===== config.mk =====
export PLATFORM = sky130hd
export DESIGN_NAME = cordic_vec_arbiter
export DESIGN_NICKNAME = d
export VERILOG_FILES = /design/src/rtl/cordic_vec_arbiter.sv
export SDC_FILE = /design/constraint.sdc
export NUM_CORES = 1
export LEC_CHECK = 0
export ABC_AREA = 1
export BUFFER_PORTS_ARGS = -buffer_cell sky130_fd_sc_hd__buf_2
export CORE_AREA = 2 2 106 108
export DETAILED_ROUTE_END_ITERATION = 10
export DIE_AREA = 0 0 108 110
export GPL_TIMING_DRIVEN = 0
export PLACE_DENSITY = 0.9
export SLEW_MARGIN = 20
export SYNTH_ARGS = -nofsm -noshare
export SYNTH_HDL_FRONTEND = slang
export SYNTH_SLANG_ARGS = --single-unit

===== constraint.sdc =====
create_clock -name Clk -period 2.7 [get_ports Clk]
set_input_delay 0.27 -clock Clk [delete_from_list [all_inputs] [get_ports Clk]]
set_output_delay 0.27 -clock Clk [all_outputs]
set_load 0.05 [all_outputs]

===== src/rtl/cordic_vec_arbiter.sv =====
// Round-robin arbiter/sequencer sharing one CORDIC vectoring core among NUM_REQ requesters.
// Optional WAIT watchdog enabled by defining CORDIC_ARB_TIMEOUT_EN.
module cordic_vec_arbiter #(
    parameter int unsigned NUM_REQ        = 4,
    parameter int unsigned W              = 16,
    parameter int unsigned TIMEOUT_CYCLES = 64,
    localparam int unsigned IDW           = (NUM_REQ > 1) ? $clog2(NUM_REQ) : 1
) (
    input  logic                 Clk,
    input  logic                 Rst,
    input  logic [NUM_REQ-1:0]   req_valid,
    input  logic [NUM_REQ*W-1:0] req_x,
    input  logic [NUM_REQ*W-1:0] req_y,
    output logic [NUM_REQ-1:0]   req_ready,
    output logic                 rsp_valid,
    output logic [IDW-1:0]       rsp_id,
    output logic [W-1:0]         rsp_x,
    output logic [W-1:0]         rsp_y,
    output logic [W-1:0]         rsp_theta,
    output logic                 rsp_err,
    input  logic                 rsp_ack,
    output logic [W-1:0]         cor_x_in,
    output logic [W-1:0]         cor_y_in,
    output logic                 cor_operands_val,
    output logic                 cor_ack,
    input  logic [W-1:0]         cor_x_out,
    input  logic [W-1:0]         cor_y_out,
    input  logic [W-1:0]         cor_theta_out,
    input  logic                 cor_out_valid
);

    if (NUM_REQ < 2 || NUM_REQ > 8 || TIMEOUT_CYCLES < 1) begin : g_bad_cfg
        $error("cordic_vec_arbiter: unsupported NUM_REQ/TIMEOUT_CYCLES");
    end

    typedef enum logic [2:0] {
        S_IDLE,
        S_LAUNCH,
        S_WAIT,
        S_RESP,
        S_RELEASE
    } state_t;

    state_t         state;
    logic [IDW-1:0] ptr;
    logic [IDW-1:0] grant_idx;
    logic           grant_found;
    logic [IDW:0]   scan_idx;
    logic [W-1:0]   sel_x;
    logic [W-1:0]   sel_y;

    // First active requester at or above the pointer, wrapping around.
    always_comb begin
        grant_found = 1'b0;
        grant_idx   = '0;
        scan_idx    = '0;
        for (int k = 0; k < NUM_REQ; k++) begin
            scan_idx = {1'b0, ptr} + (IDW+1)'(k);
            if (scan_idx >= (IDW+1)'(NUM_REQ)) begin
                scan_idx = scan_idx - (IDW+1)'(NUM_REQ);
            end
            if (!grant_found && req_valid[scan_idx[IDW-1:0]]) begin
                grant_found = 1'b1;
                grant_idx   = scan_idx[IDW-1:0];
            end
        end
    end

    always_comb begin
        sel_x = '0;
        sel_y = '0;
        for (int i = 0; i < NUM_REQ; i++) begin
            if (grant_idx == IDW'(i)) begin
                sel_x = req_x[i*W +: W];
                sel_y = req_y[i*W +: W];
            end
        end
    end

    // Accept strobe is only meaningful while idle and out of reset.
    always_comb begin
        req_ready = '0;
        if (Rst && state == S_IDLE && grant_found) begin
            req_ready[grant_idx] = 1'b1;
        end
    end

`ifdef CORDIC_ARB_TIMEOUT_EN
    localparam int unsigned CNTW = $clog2(TIMEOUT_CYCLES + 1);
    logic [CNTW-1:0] wait_cnt;
`else
    assign rsp_err = 1'b0;
`endif

    always_ff @(posedge Clk) begin
        if (!Rst) begin
            state            <= S_IDLE;
            ptr              <= '0;
            rsp_valid        <= 1'b0;
            rsp_id           <= '0;
            rsp_x            <= '0;
            rsp_y            <= '0;
            rsp_theta        <= '0;
            cor_x_in         <= '0;
            cor_y_in         <= '0;
            cor_operands_val <= 1'b0;
            cor_ack          <= 1'b0;
`ifdef CORDIC_ARB_TIMEOUT_EN
            rsp_err          <= 1'b0;
            wait_cnt         <= '0;
`endif
        end else begin
            cor_operands_val <= 1'b0;
            unique case (state)
                S_IDLE: begin
                    if (grant_found) begin
                        cor_x_in         <= sel_x;
                        cor_y_in         <= sel_y;
                        rsp_id           <= grant_idx;
                        ptr              <= (grant_idx == IDW'(NUM_REQ - 1)) ? '0 : grant_idx + IDW'(1);
                        cor_operands_val <= 1'b1;
                        state            <= S_LAUNCH;
                    end
                end
                S_LAUNCH: begin
`ifdef CORDIC_ARB_TIMEOUT_EN
                    wait_cnt <= '0;
`endif
                    state <= S_WAIT;
                end
                S_WAIT: begin
                    if (cor_out_valid) begin
                        rsp_x     <= cor_x_out;
                        rsp_y     <= cor_y_out;
                        rsp_theta <= cor_theta_out;
                        rsp_valid <= 1'b1;
                        state     <= S_RESP;
                    end
`ifdef CORDIC_ARB_TIMEOUT_EN
                    // Watchdog: report an error response with zeroed results.
                    else if (wait_cnt == CNTW'(TIMEOUT_CYCLES - 1)) begin
                        rsp_x     <= '0;
                        rsp_y     <= '0;
                        rsp_theta <= '0;
                        rsp_err   <= 1'b1;
                        rsp_valid <= 1'b1;
                        state     <= S_RESP;
                    end else begin
                        wait_cnt <= wait_cnt + CNTW'(1);
                    end
`endif
                end
                S_RESP: begin
                    if (rsp_ack) begin
                        rsp_valid <= 1'b0;
`ifdef CORDIC_ARB_TIMEOUT_EN
                        rsp_err   <= 1'b0;
`endif
                        cor_ack   <= 1'b1;
                        state     <= S_RELEASE;
                    end
                end
                S_RELEASE: begin
                    if (!cor_out_valid) begin
                        cor_ack <= 1'b0;
                        state   <= S_IDLE;
                    end
                end
                default: state <= S_IDLE;
            endcase
        end
    end

endmodule


==> results of run 1 <==
## power breakdown
group	internal, mW	switching, mW
logic	2.62	5.08
registers	1.73	0.214
clock network	0.439	0.520
total	4.78	5.81
## metal layers
layer / up-vias / share of wire / GRT usage
li1: 2880 / - / -
met1: 2576 / 0.36 / 0.2700
met2: 322 / 0.51 / 0.5040
met3: 58 / 0.084 / 0.05996
met4: 0 / 0.039 / 0.1200
met5: - / 0 / 0
## final timing paths
path	startpoint	to	depth (start not counted)
max	ptr[0]	req_ready[1]	13
min	cor_theta_out[10]	rsp_theta[10]	3
max reg2reg	ptr[0]	cor_x_in[15]	20
min reg2reg	rsp_x[4]	rsp_x[4]	2
## critical path, delay by kind of cell, from the launching register on
family                   cells  cell delay [ns]
AND/OR/NAND/NOR              7             0.90
buffers and inverters        5             0.65
flip-flops                   1             0.35
adder cells (fa/ha/maj)      1             0.22
## area by class of cell
type,count,area (um2)
inverters,72,282.8
well taps,140,175.2
plain buffers,46,302.8
clock inverters,6,72.57
fillers,949,3841
repair buffers,289,1528
clock buffers,10,127.6
flip-flops and latches,90,1807
multi-input cells,511,2561
## logic make-up after synthesis
kind of cell / Yosys count / synth area share
AND/OR/NAND/NOR: 303 / 0.2638
AO/OA/AOI/OAI: 203 / 0.2240
other: 1 / 0.0008178
adder cells (fa/ha/maj): 4 / 0.01091
flip-flops: 90 / 0.3929
buffers and inverters: 121 / 0.1075
## per-stage QoR
step,setup WS [ns],util,std cells,TNS (ns)
finish,-0.05597,0.6409,1164,-0.1377
global route,-0.2062,0.6409,1164,-4.146
CTS,-0.001463,0.6151,1157,-0.001463
detailed placement,-0.5206,0.5723,1133,-9.702
global placement,-0.4503,0.5723,1133,-8.220
floorplan,0.02828,-,722,0
## state kept, by name (all words and copies together), names as in the netlist
signal            count
cor_x_in             16
cor_y_in             16
rsp_theta            16
rsp_x                16
rsp_y                16
state                 3
ptr                   2
rsp_id                2
cor_ack               1
cor_operands_val      1
rsp_valid             1
## synth_stat cells (2+ instances only)
| cell | instances |
|---|---|
| buf_6 | 3 |
| nand3_1 | 13 |
| clkbuf_1 | 32 |
| nand2_1 | 200 |
| ha_1 | 4 |
| inv_1 | 69 |
| nand4_1 | 2 |
| o21ai_1 | 9 |
| nor3_1 | 2 |
| a21oi_1 | 86 |
| buf_1 | 5 |
| nor2_1 | 70 |
| buf_2 | 8 |
| dfxtp_1 | 90 |
| o21ai_0 | 105 |
| inv_2 | 2 |
| nand2_2 | 5 |
| nor2_2 | 9 |
## timing repair
action | in CTS | in global routing
endpoints found under the setup margin | 35 | 34
setup buffers | 10 | 6
pin swaps | 8 | 27
gates cloned | 1 | 1
gates resized for setup | 52 | 102
==> reports/metrics.cfg, run 1 <==
[critical_path]
cp-end-kind=primary output
cp_max_fo=7
critPathRequiredTime_ns=2.43
critPathArrivalTime_ns=2.49
worstPathCellList=buf_6 > nand2_1 > nand3_2 > nand2_4 > nor3_4 > nand2_2 > nand2_4 > buf_4 > ha_4 > clkbuf_16 > inv_1 > nor2_2 > buf_6
critical_path_class=register to primary output
cpMaxStageDelayCell=dfxtp_2
cp-start-kind=register
slowest_delay_ns=0.35
ff2ff_setup_slack_ns=-0.04

[placed_design]
dp_hpwl_um=12720
numPortBuffers=271
placedInstanceArea_mm2=0.006122
globalplace.congestion=0.8986

[sta]
relSlewSlack=0.6309
min_period_over_period=1.021
fin_crit_ns=2.756
whs_ns=0.1797
setup_ws_ns=-0.05597
hold_violations=0
rsz0062_at_grt=yes
setup_violations=4
worst_pin_slew_ns=0.5536
slew_violations=0
fin_worst_skew_ns=0.01139
max_freq_ghz=0.3628

[power]
vdd_ir_drop_max_mv=1.099
p_leak_nw=3.598
report.power.total_mw=10.60
power_density_mw_per_mm2=1545

[cts]
clock_latency_ns=0.36
clock_sinks=90
clk_pin_slew_ns=0.10
cts-root-buf=clkbuf_8
h-tree-depth=3
cts_tree=built
hold_buffers=0
cts_buffer_depth=2
cts_made_buffers=9

[floorplanning]
core_area_mm2=0.01070
fp.dieArea_mm2=0.01188
die_w_um=108
initial_core_util=0.4287
ios=274
chipHeight_um=110
row_count=38

[synthesis]
ys_warn_count=0
syn_area_mm2=0.004586
synth_edf_count=0
syn_inst=722
avgSynthCellArea_um2=6.351
synth.yosys.seq_area_share=0.3929
ys.flop_type=dfxtp_1
synth_nets=910
ys_top_cells_by_area=dfxtp_1 39%, nand2_1 16%, o21ai_0 11%
synth_cell_types=26
synth-async-reset-ratio=0
synth_top_area_share=0.3929
synth.largest_area_cell=dfxtp_1
ys_ff_latch=90

[detailed_routing]
vias=5836
first_iter_violations=440
post_drt_wl_per_cell_um=14.85
drt_pass1_iterations=8
antenna_left=0
drc=0
via_per_inst=5.014
wl_um=17280

[final_layout]
area_delta_synth_final_pct=49.52
drive_gt1_frac=0.4014
final_common_cell=buf_2
fin_area_mm2=0.006857
nets=1207
n_antenna_cell=0
final_cell_mix=277 x buf_2, 175 x nand2_1, 88 x dfxtp_1

[global_routing]
track_usage=0.2624
grt_max_degree=17
overflow=0
grt_pass1_vias=5253
grt_pass1_wl_um=24320
antenna_found_initial=0

[flow_run]
max-cap-violations=0

[status]
violations=setup timing
status=finished with violations

[hold_path]
holdCritPathClass=input port to register

No activity file was read; power rests on OpenSTA's default activity.
==> inputs of run 2 (changes only) <==
--- a/config.mk
+++ b/config.mk
@@ -12,6 +12,7 @@
 export DIE_AREA = 0 0 108 110
 export GPL_TIMING_DRIVEN = 0
 export PLACE_DENSITY = 0.9
+export SETUP_SLACK_MARGIN = 0.4
 export SLEW_MARGIN = 20
 export SYNTH_ARGS = -nofsm -noshare
 export SYNTH_HDL_FRONTEND = slang
==> run 2 against run 1 <==
The flow still finishes with violations (setup timing); first-iteration DRC count shrank 24%; count of clock-buffer cells in the layout is 2 higher; die area stayed put; combinational power is 7.5% higher; clock skew fell by 0.0036 ns; cell count rose by 0.86%; global-route usage increased by 1.1 points; via count rose by 1.9%; routed wire length is 2.1% higher; non-clock buffer count grew 9; utilization is 2.8 points higher; largest cell class unchanged; largest power group unchanged; highest routed layer unchanged.
==> reports/metrics.cfg, run 2 (synthesized netlist as in run 1, its figures left out) <==
[placed_design]
dp_hpwl_um=12540
dp_worst_setup_slack_ns=-0.1216
placed_cells=1133
globalplace.congestion=0.9409
numPortBuffers=271

[final_layout]
final_common_cell=buf_2
register_area_mm2=0.001807
final_cell_mix=274 x buf_2, 183 x nand2_1, 88 x dfxtp_1
final_util=0.6687
multiInputGateArea_mm2=0.002698
area_delta_synth_final_pct=55.99
fillers=918
final_cells=1174
drive_gt1_frac=0.4250
nets=1216

[sta]
fin_worst_skew_ns=0.007755
worst_pin_slew_ns=0.7148
hold_violations=0
rsz0062_at_grt=yes
fin_crit_ns=2.754
setup_violations=2
setup_ws_ns=-0.05367
slew_violations=0
relSlewSlack=0.5235
max_freq_ghz=0.3632
min_period_over_period=1.020

[cts]
cts_buffer_depth=2
cts_made_buffers=9
clk_pin_slew_ns=0.09
cts-root-buf=clkbuf_8
clock_latency_ns=0.35
h-tree-depth=3
cts_tree=built
hold_buffers=0
clock_sinks=90

[critical_path]
critical_path_class=register to primary output
critPathArrivalTime_ns=2.48
cp-end-kind=primary output
rr_worst_depth=23
critPathRequiredTime_ns=2.43
cp_max_fo=8
cp-start-kind=register

[global_routing]
track_usage=0.2732
grt_pass1_vias=5422
overflow=0
grt_max_degree=15
antenna_found_initial=1
grt_pass1_wl_um=25370

[status]
status=finished with violations
violations=setup timing

[detailed_routing]
wl_um=17650
post_drt_wl_per_cell_um=15.03
vias=5949
first_iter_violations=335
drt_pass1_iterations=5
drc=0
antenna_left=0
via_per_inst=5.067

[flow_run]
max-cap-violations=0

[power]
power_density_mw_per_mm2=1558
p_leak_nw=3.703
vdd_ir_drop_max_mv=0.7899

[floorplanning]
fp.dieArea_mm2=0.01188
core_area_mm2=0.01070
row_count=38
initial_core_util=0.4287
ios=274
die_w_um=108
chipHeight_um=110

[hold_path]
holdCritPathClass=input port to register
hold_depth=3

[run 2: cell types whose count changed in the layout (fill, tap and decap cells not counted), sizes merged]
cell and delta:
buf +9, clkinv +1, inv -2, diode +1
clkinvlp -1, clkbuf +2
[run 2: final cells by class]
class / instances / share of cell area
Inverter: 72 / 0.04058
Clock inverter: 4 / 0.007347
Sequential cell: 90 / 0.2526
Tap cell: 140 / 0.02449
Antenna cell: 1 / 0.0003498
Timing Repair Buffer: 295 / 0.2244
Multi-Input combinational cell: 511 / 0.3771
Buffer: 49 / 0.05422
Clock buffer: 12 / 0.01889
[run 2: per-stage QoR]
stage                TNS, ns  cell area [um2]  power [mW]  hold WS [ns]
CTS                        0             6939       10.52        0.1737
global placement     -0.1807             6186       8.209        0.4280
floorplan                  0             4654       6.843        0.4474
finish              -0.09711             7153       11.15        0.1945
detailed placement    -1.743             6186       8.334        0.4327
global route          -3.409             7153       11.97        0.1921
[run 2: timing repair]
| action | CTS | global route |
|---|---|---|
| pin swaps | 18 | 11 |
| endpoints found under the hold margin | 0 | 0 |
| setup buffers | 17 | 3 |
| endpoints found under the setup margin | 36 | 36 |
| gates resized for setup | 127 | 55 |
| cloned | 4 | 0 |
[run 2: worst paths after layout]
kind | startpoint | end | slack, ns
worst max register to register | ptr[0] | cor_y_in[12] | 0.02
worst min register to register | rsp_x[10] | rsp_x[10] | 0.45
worst max-delay path | ptr[0] | req_ready[3] | -0.05
worst min-delay path | cor_y_out[12] | rsp_y[12] | 0.19
[run 2: critical path, cell delays in order (launching register included)]
cell,delay [ns]
dfxtp_2,0.33
buf_6,0.13
inv_8,0.09
nand2_4,0.07
nand3_2,0.10
nand2_4,0.08
nand3_2,0.08
nand2_1,0.05
nand2_1,0.07
nand2_2,0.09
a21oi_4,0.18
buf_4,0.14
ha_2,0.17
inv_2,0.04
clkbuf_8,0.14
clkbuf_16,0.14
nor2_4,0.08
buf_8,0.15
[run 2: report_power, final]
group          switching [mW]  internal [mW]  total (mW)
combinational            5.21           3.06        8.27
clock                   0.487          0.432       0.920
sequential              0.222           1.73        1.95
[run 2: routing by layer]
layer  vias to the layer above  track usage  wire, um
met5                         -            0         0
met4                         0       0.1255       674
met3                        59      0.08230      1696
met2                       321       0.5211      9047
met1                      2662       0.2715      6233
li1                       2907            -         -
